[config.mk]
export PLATFORM = sky130hd
export DESIGN_NAME = forloop
export DESIGN_NICKNAME = d
export VERILOG_FILES = /design/src/rtl/forloop.sv
export SDC_FILE = /design/constraint.sdc
export NUM_CORES = 1
export LEC_CHECK = 0
export BUFFER_PORTS_ARGS = -buffer_cell sky130_fd_sc_hd__buf_4
export CAP_MARGIN = 10
export CORE_AREA = 2 2 39 41
export CTS_CLUSTER_SIZE = 16
export DETAILED_ROUTE_END_ITERATION = 10
export DIE_AREA = 0 0 41 43
export GPL_TIMING_DRIVEN = 0
export PLACE_DENSITY = 0.41
export SYNTH_ARGS = -nofsm -noshare
export SYNTH_HDL_FRONTEND = slang
export SYNTH_SLANG_ARGS = --single-unit
[constraint.sdc]
create_clock -name clk -period 0.8 [get_ports clk]
set_input_delay 0.16 -clock clk [delete_from_list [all_inputs] [get_ports clk]]
set_output_delay 0.16 -clock clk [all_outputs]
set_load 0.05 [all_outputs]
[src/rtl/forloop.sv]
// Registered CRC-3 generator/checker over a 7-bit word, G(x) = x^3 + x + 1.
// The bit-serial LFSR is unrolled in one combinational loop, then registered.
module forloop #(
  parameter int unsigned      DATA_W = 7,
  parameter int unsigned      CRC_W  = 3,
  parameter logic [CRC_W-1:0] POLY   = CRC_W'(3'b011)
) (
  input  logic              clk,
  input  logic              rst,
  input  logic [DATA_W-1:0] data_in,
  input  logic              gen_check,
  input  logic [CRC_W-1:0]  crc_in,
  output logic [CRC_W-1:0]  crc_out,
  output logic              crc_error
);

  logic [CRC_W-1:0] crc_calc_c;
  logic             fb_c;
  logic             mismatch_c;

  // MSB-first LFSR, init 0, no reflection, no final XOR
  always_comb begin
    crc_calc_c = '0;
    fb_c       = 1'b0;
    for (int i = int'(DATA_W) - 1; i >= 0; i--) begin
      fb_c       = data_in[i] ^ crc_calc_c[CRC_W-1];
      crc_calc_c = {crc_calc_c[CRC_W-2:0], 1'b0} ^ (fb_c ? POLY : '0);
    end
  end

  assign mismatch_c = (crc_calc_c != crc_in);

  // Error flag only meaningful in check mode; generate mode forces it low
  always_ff @(posedge clk or posedge rst) begin
    if (rst) begin
      crc_out   <= '0;
      crc_error <= 1'b0;
    end else begin
      crc_out   <= crc_calc_c;
      crc_error <= gen_check ? 1'b0 : mismatch_c;
    end
  end

endmodule

==> results by group, run 1 <==
Setup path
  • CP required: 640 ps
  • Startpoint Class: flop
  • Worst setup path class: reg -> out
  • CP Capture Type: output pin
  • Max FO, Critical Path: 1
  • Critical path cell sequence: buf_6
  • CP Buf/Inv Count: 1
  • Cell family contributing the most delay on the critical path: flip-flops
  • Master of the slowest instance on the critical path: dfrtp_1
  • Max incr delay on CP: 360 ps
  • Worst path arrival time: 750 ps

Synth
  • Cell taking the most area after synthesis: dfrtp_1
  • Async set-reset flop share out of synthesis: 100%
  • Synth warnings: 0
  • Predominant post-synthesis flop cell: dfrtp_1
  • Synth top area cells: dfrtp_1 (37%), xnor2_1 (20%), xnor3_2 (18%), xor3_1 (8.9%), xor2_1 (6.5%)
  • Post-Synthesis Cells: 18
  • Yosys cell types: 8
  • Mapped Area: 268 sq um
  • Sequential area share after synthesis: 37.4%
  • Share of the synthesized area in the top cell type: a little under two fifths
  • Synth top cells by count: xnor2_1 (6), dfrtp_1 (4), xnor3_2 (2), xor2_1 (2)
  • Most common cell in the netlist: xnor2_1
  • Average size of a mapped cell: 14.9 sq um
  • EDFF count, synth: 0
  • Number of register bits inferred by synthesis: 4
  • Mapped Nets: 31

Floorplanning
  • I/O pins: 17
  • Area of the die: 1760 sq um
  • # rows: 14
  • Initial Utilization: 19.3%
  • Die W: about 41 um
  • Core area: ~1400 sq um
  • Die height: 43 um

Clocking
  • CTS max path bufs: 2
  • Num CTS Buffers: 3
  • Clock Pin Slew Worst Setup and Hold Paths: 40 ps
  • CTS H-Tree Depth: 1
  • CTS Root Cell: clkbuf_4
  • CTS Sinks: 4
  • CTS tree: done

Global route
  • Largest net degree at the start of global routing: 5
  • GRT Util Overall: 8.19%
  • First-pass GRT wire length: 855 um
  • Grt total ovfl: 0
  • Initial antenna violation count: 0
  • Vias in the first global route: 233

Finish
  • Antenna Diode Count: 0
  • Syn-to-layout area delta: 105%
  • Fraction of final layout cells sized beyond drive strength 1: 70.0%
  • Final Non-Filler Cells: between 50 and 60
  • Fill count: 148
  • Nets: 55

Status
  • Violated checks: setup timing
  • Outcome: complete, but fails checks

Power and ir drop
  • Pwr per Cell Area: 1840 nW/um^2
  • Worst vdd ir: 659 uV
  • LEAKAGE: 0.264 nW

Place
  • RePlAce Congestion: 0.603
  • Port Buf Inserts: 16
  • Inst Count DP: 50
  • Pre-CTS WS: -301 ps

STA
  • Max-slew headroom: 82.8%
  • RSZ-0062 raised after global routing: true
  • Final Hold Vio Count: 0
  • Post-route setup TNS: -435 ps
  • Worst Max-Slew Pin Slew: 257 ps
  • Post-route setup slack: -109 ps
  • FMAX: 1.10 GHz
  • Min cycle time layout: 909 ps
  • Setup violators final: 5
  • Post-route clock period utilization: 114%
  • Max Slew Vio Count: 0

Flow run
  • Max Cap Viol: 0

Route
  • Highest routed metal layer: met3
  • Drt pass-1 iters: 2
  • Antenna Nets Post-Route: 0
  • Avg Vias per Cell: 3.70
  • DR WL/cell: just under 10 um
  • Detailed-route via count: 207
  • Wire length on met2: about 330 um
  • DR WL met3: 52 um
  • Final WL: 539 um
  • Residual DRC: 0
  • Metal-1 WL: approximately 150 um
  • DRT iter0 DRCs: 2

Min path
  • Hold Crit Class: in -> reg
## timing repair
| action | in CTS | in global routing |
|---|---|---|
| endpoints found under the hold margin | 4 | 0 |
| pin swaps | 5 | 0 |
| setup endpoints to repair | 5 | 5 |
| cloned | 0 | 0 |
| setup buffers | 2 | 0 |
| gates resized for setup | 9 | 0 |
| hold buffers | 1 | 0 |
## sequential cells by signal (all words and copies together), names as in the netlist
signal     flops
crc_error      1
crc_out        3
## area by class of cell
cell class                 count  area (sq um)  area share, %
clock buffer                   3          22.5           4.10
tap                           16          20.0           3.64
timing repair buffer          19           164           29.8
multi-input combinational     13           239           43.5
inverter                       1          3.75          0.683
sequential                     4           100           18.2
## worst paths after layout
check / endpoint / cells after the start / start
min: crc_error / 2 / gen_check
min in group asynchronous: crc_error / 3 / rst
max: crc_error / 1 / crc_error
max in group asynchronous: crc_out[0] / 3 / rst
## power by group
group | total [mW] | switching [mW] | internal, mW
Clock | 0.248 | 0.0801 | 0.168
Sequential | 0.258 | 0.0163 | 0.241
Combinational | 0.506 | 0.246 | 0.260
## placed cells by master, fill, tap and decap left out
| cell type | netlist | routed |
|---|---|---|
| inv_1 | 1 | 1 |
| buf_4 | 0 | 13 |
| dlygate4sd3_1 | 0 | 1 |
| xnor2_4 | 0 | 3 |
| xor2_4 | 0 | 1 |
| xnor3_2 | 2 | 2 |
| xor3_1 | 1 | 1 |
| xor2_1 | 2 | 1 |
| buf_6 | 0 | 5 |
| xnor2_2 | 1 | 1 |
| xnor2_1 | 6 | 3 |
| clkbuf_4 | 0 | 3 |
| dfrtp_1 | 4 | 4 |
| a31oi_1 | 1 | 1 |
## per-layer routing
metal	global-route usage, %	vias up
li1	-	102
met1	5.92	94
met2	13.1	11
met3	3.14	0
met4	10.0	0
met5	0	-
## kinds of logic (layout without fill, tap and decap cells)
logic type,after synthesis,in the layout,synth area share (%)
XOR/XNOR,12,12,58.9
buffers and inverters,1,23,1.40
AO/OA/AOI/OAI,1,1,2.34
flip-flops,4,4,37.4
## metrics by stage
step | hold WS [ps] | area [sq um] | power (mW) | util [%]
floorplan | -73.9 | 305 | 0.550 | -
global placement | 52.0 | 445 | 0.692 | 32.2
detailed placement | 54.5 | 445 | 0.694 | 32.2
CTS | 57.7 | 549 | 1.03 | 39.7
global route | 62.0 | 549 | 1.07 | 39.7
finish | 69.2 | 549 | 1.01 | 39.7
Power figures use the tool's default switching activity.
==> run 2, diff against run 1 <==
- MAX_ROUTING_LAYER: unset -> met4
==> run 2 against run 1 <==
The run still ends with setup timing left. First-iteration DRC count stayed put. Sequential share of layout area stayed put. Sequential cell count stayed put. Critical path depth stayed put. Final cell count stayed put. Maximum frequency hardly changed. Global-route usage is 0.20 points higher. Worst hold slack hardly changed. Total power hardly changed. Via count is 0.97% higher.
==> results by group, run 2 (synthesized netlist as in run 1, its figures left out) <==
Status
  • Outcome: complete, but fails checks
  • Violated checks: setup timing

Flow run
  • Max Cap Viol: 0 (unchanged)

Floorplanning
  • Area of the die: 1760 sq um (unchanged)
  • # rows: 14 (unchanged)
  • Die height: 43 um (unchanged)
  • Die W: 41 um (unchanged)
  • Initial Utilization: 19.3% (unchanged)
  • Core area: 1380 sq um (unchanged)
  • I/O pins: 17 (unchanged)

STA
  • Final Hold Vio Count: 0 (unchanged)
  • Post-route clock period utilization: 114% (about the same)
  • Max-slew headroom: 82.8% (unchanged)
  • Post-route setup slack: -109 ps (+0.176 ps)
  • RSZ-0062 raised after global routing: true
  • Setup violators final: 5 (unchanged)
  • WHS: 69.3 ps (+0.0764 ps)
  • Max Slew Vio Count: 0 (unchanged)
  • Worst Max-Slew Pin Slew: 257 ps (unchanged)
  • FMAX: 1.10 GHz (about the same)
  • Min cycle time layout: 909 ps (-0.176 ps)

Place
  • Area after DPL: 445 sq um (unchanged)
  • Port Buf Inserts: 16 (unchanged)
  • RePlAce Congestion: 0.607 (+0.66%)
  • Pre-CTS WS: -301 ps (unchanged)

Clocking
  • Clock Pin Slew Worst Setup and Hold Paths: 40 ps (about the same)
  • Num CTS Buffers: 3 (unchanged)
  • CTS Root Cell: clkbuf_4
  • CTS tree: done
  • CTS Sinks: 4 (unchanged)
  • CTS max path bufs: 2 (unchanged)
  • CTS H-Tree Depth: 1 (unchanged)

Global route
  • GRT Util Overall: 8.39% (+0.20 points)
  • Vias in the first global route: 234 (+0.43%)
  • First-pass GRT wire length: 855 um (unchanged)
  • Grt total ovfl: 0 (unchanged)
  • Largest net degree at the start of global routing: 5 (unchanged)
  • Initial antenna violation count: 0 (unchanged)

Route
  • Avg Vias per Cell: 3.73 (+0.97%)
  • Residual DRC: 0 (unchanged)
  • DR WL/cell: 9.61 um (-0.19%)
  • Final WL: 538 um (-0.19%)
  • Detailed-route via count: 209 (+0.97%)
  • DRT iter0 DRCs: 2 (unchanged)
  • Antenna Nets Post-Route: 0 (unchanged)
  • Drt pass-1 iters: 2 (unchanged)

Setup path
  • Worst setup path class: reg -> out
  • CP Buf/Inv Count: 1 (unchanged)
  • Critical path cell sequence: buf_6
  • Cell family contributing the most delay on the critical path: flip-flops
  • Worst path arrival time: 750 ps (about the same)
  • CP required: 640 ps (about the same)
  • CP Capture Type: output pin
  • Max FO, Critical Path: 1 (unchanged)
  • Master of the slowest instance on the critical path: dfrtp_1
  • Startpoint Class: flop
  • Max incr delay on CP: 360 ps (about the same)

Finish
  • Number of flip-flops in the largest register: 3 (unchanged)
  • Fraction of final layout cells sized beyond drive strength 1: 70.0% (unchanged)
  • Largest Register: crc_out
  • Nets: 55 (unchanged)
  • Biggest regs: crc_out x3, crc_error x1
  • Design area: 549 sq um (unchanged)
  • Antenna Diode Count: 0 (unchanged)
  • Most common cell after layout, fill and taps aside: buf_4
  • Fill count: 148 (unchanged)
  • Register area: 100 sq um (unchanged)
  • Footprint of the multi-input gates: 239 sq um (unchanged)
  • Commonest cells after routing, fill and taps aside: buf_4 (13), buf_6 (5), dfrtp_1 (4)
  • Syn-to-layout area delta: 105% (unchanged)

Power and ir drop
  • Pwr per Cell Area: 1840 nW/um^2 (about the same)
  • Worst vdd ir: 659 uV (about the same)
  • LEAKAGE: 0.264 nW (unchanged)
  • Total Power: 1.01 mW (about the same)

Min path
  • Hold Crit Class: in -> reg
-- run 2: cell counts in the layout (fill, tap and decap cells not counted) --
Identical to the previous run, type by type.
-- run 2: worst paths after layout --
path | endpoint | start | slack, ps | cells past startpoint
max in group asynchronous | crc_out[0] | rst | 280 | 3
worst min-delay path | crc_error | gen_check | 70 | 2
min in group asynchronous | crc_error | rst | 370 | 3
worst max-delay path | crc_error | crc_error | -110 | 1
-- run 2: what timing repair did --
item / CTS / global route
pin swaps: 5 / 0
resized for setup: 9 / 0
hold buffers: 1 / 0
endpoints found under the setup margin: 5 / 5
setup buffers: 2 / 0
endpoints found under the hold margin: 4 / 0
-- run 2: final cells by class --
class,count,share of cell area (%)
multi-input cells,13,43.5
repair buffers,19,29.8
flip-flops and latches,4,18.2
clock buffers,3,4.10
well taps,16,3.64
inverters,1,0.683
-- run 2: layer usage --
layer / wire length (um) / global-route usage, % / vias up / part of all wire [%]
met5: 0 / - / - / 0
met4: 8 / 10.0 / 0 / 1.5
met3: 59 / 3.14 / 2 / 11
met2: 329 / 13.1 / 11 / 61
met1: 141 / 5.92 / 94 / 26
li1: - / - / 102 / -
-- run 2: power breakdown --
group | leakage (nW) | internal [mW] | switching, mW | total [mW]
Combinational | 0.203 | 0.260 | 0.246 | 0.506
Sequential | 0.0469 | 0.242 | 0.0163 | 0.258
Clock | 0.0138 | 0.168 | 0.0800 | 0.248
-- run 2: per-stage QoR --
step                TNS (ps)  cells  utilization, %
finish                  -434     56            39.7
CTS                     -479     56            39.7
global placement        -335     50            32.2
detailed placement      -317     50            32.2
global route            -575     56            39.7
floorplan              -78.0     18               -
==> run 3, diff against run 2 <==
- SKIP_CTS_REPAIR_TIMING: unset -> 1
==> run 3 against run 2 <==
The run still ends with setup timing left. Die area unchanged. Maximum frequency is 0.34% lower. Worst setup slack got worse by 3.1 ps. Final cell count down 1.8%. Sequential cell count unchanged.
==> results by group, run 3 (synthesized netlist as in run 1, its figures left out) <==
Power and ir drop
  • Sw Ratio: 33.8% (about the same)
  • Sequential power share: 25.3% (-0.2 points)
  • Switch Pwr: 0.344 mW (+0.59%)
  • Gate power share: 49.8% (-0.2 points)
  • Worst vdd ir: 707 uV (+7.3%)
  • Clock power frac: 24.8% (+0.3 points)
  • Pint: 0.674 mW (+0.72%)
  • LEAKAGE: 0.266 nW (+0.91%)
  • Pwr per Cell Area: 1810 nW/um^2 (-1.6%)

Setup path
  • Cell family contributing the most delay on the critical path: flip-flops
  • Worst path arrival time: 750 ps (about the same)
  • CP Capture Type: output pin
  • Max incr delay on CP: 360 ps (about the same)
  • Master of the slowest instance on the critical path: dfrtp_1
  • Max FO, Critical Path: 1 (unchanged)
  • CP Buf/Inv Count: 1 (unchanged)
  • Startpoint Class: flop
  • Worst setup path class: reg -> out
  • CP required: 640 ps (about the same)
  • Crit path capture: crc_error
  • Worst setup path start: crc_error
  • Crit path depth: 1 (unchanged)
  • Critical path cell sequence: buf_6

Status
  • Violated checks: setup timing
  • Outcome: complete, but fails checks

Finish
  • Nets: 54 (-1.8%)
  • Number of flip-flops in the largest register: 3 (unchanged)
  • Commonest cells after routing, fill and taps aside: buf_4 (10), buf_6 (5), dfrtp_1 (4)
  • Fill count: 141 (-4.7%)
  • Biggest regs: crc_out x3, crc_error x1
  • Antenna Diode Count: 0 (unchanged)
  • Most common cell after layout, fill and taps aside: buf_4
  • Fraction of final layout cells sized beyond drive strength 1: 69.2% (-0.77 points)
  • Final Non-Filler Cells: 55 (-1.8%)
  • Syn-to-layout area delta: 110%
  • Layout Utilization: 40.6% (+0.90 points)
  • Largest Register: crc_out

Clocking
  • CTS H-Tree Depth: 1 (unchanged)
  • CTS Sinks: 4 (unchanged)
  • Clock Pin Slew Worst Setup and Hold Paths: 40 ps (about the same)
  • Num CTS Buffers: 3 (unchanged)
  • CTS max path bufs: 2 (unchanged)
  • CTS Root Cell: clkbuf_4
  • CTS tree: done

STA
  • Final Hold Vio Count: 0 (unchanged)
  • Max-slew headroom: 83.1% (+0.27 points)
  • Setup violators final: 4 (-1)
  • FMAX: 1.10 GHz (-0.34%)
  • Worst Max-Slew Pin Slew: 253 ps (-4.09 ps)
  • WHS: 65.1 ps (-4.22 ps)
  • Min cycle time layout: 912 ps (+3.09 ps)
  • Post-route clock period utilization: 114% (+0.39 points)
  • RSZ-0062 raised after global routing: true
  • Max Slew Vio Count: 0 (unchanged)
  • Post-route setup slack: -112 ps (-3.09 ps)

Floorplanning
  • Area of the die: 1760 sq um (unchanged)
  • Die height: 43 um (unchanged)
  • I/O pins: 17 (unchanged)
  • Initial Utilization: 19.3% (unchanged)
  • Die W: 41 um (unchanged)
  • # rows: 14 (unchanged)
  • Core area: 1380 sq um (unchanged)

Min path
  • Worst hold stages: 2 (unchanged)
  • Hold Crit Class: in -> reg

Global route
  • Grt total ovfl: 0 (unchanged)
  • Initial antenna violation count: 0 (unchanged)
  • First-pass GRT wire length: 690 um (-19%)
  • Largest net degree at the start of global routing: 5 (unchanged)
  • Vias in the first global route: 190 (-19%)
  • GRT Util Overall: 6.94% (-1.5 points)

Place
  • Pre-CTS WS: -301 ps (unchanged)
  • RePlAce Congestion: 0.607 (unchanged)
  • Inst Count DP: 50 (unchanged)
  • Port Buf Inserts: 16 (unchanged)

Route
  • Avg Vias per Cell: 3.82 (+2.3%)
  • Residual DRC: 0 (unchanged)
  • Antenna Nets Post-Route: 0 (unchanged)
  • DRT iter0 DRCs: 0 (-2)
  • Detailed-route via count: 210 (+0.48%)
  • Final WL: 516 um (-4.1%)
  • DR WL/cell: 9.38 um (-2.3%)
  • Drt pass-1 iters: 1 (-1)

Flow run
  • Max Cap Viol: 0 (unchanged)
run 3: power groups by stage:
stage / registers [mW] / logic, mW / clock network [mW]
2_1_floorplan: 0.392 / 0.158 / 0
5_1_grt: 0.261 / 0.535 / 0.278
3_3_place_gp: 0.253 / 0.439 / 0
4_1_cts: 0.250 / 0.441 / 0.267
3_5_place_dp: 0.253 / 0.441 / 0
6_report: 0.258 / 0.508 / 0.253
run 3: stage by stage:
stage | area [sq um] | setup TNS [ps] | power [mW]
after floorplan | 305 | -78.0 | 0.550
after global placement | 445 | -335 | 0.692
after detailed placement | 445 | -317 | 0.694
after CTS | 468 | -606 | 0.958
after global routing | 562 | -559 | 1.07
final | 562 | -440 | 1.02
run 3: worst min path at each step:
stage	end	start	slack (ps)
floorplan	crc_error	rst	-70
finish	crc_error	gen_check	70
CTS	crc_error	rst	-200
global placement	crc_out[0]	rst	50
detailed placement	crc_out[2]	rst	50
global route	crc_error	gen_check	60
run 3: routing by layer:
metal | vias up | routed length, um | track usage (%)
li1 | 100 | - | -
met1 | 91 | 134 | 4.93
met2 | 14 | 283 | 9.69
met3 | 5 | 67 | 3.14
met4 | 0 | 31 | 10.0
met5 | - | 0 | -
run 3: area by class of cell:
| class | instances | area, sq um | share of cell area [%] |
|---|---|---|---|
| timing repair buffer | 18 | 176 | 31.4 |
| tap | 16 | 20.0 | 3.56 |
| clock buffer | 3 | 22.5 | 4.01 |
| inverter | 1 | 3.75 | 0.668 |
| multi-input combinational | 13 | 239 | 42.5 |
| sequential | 4 | 100 | 17.8 |
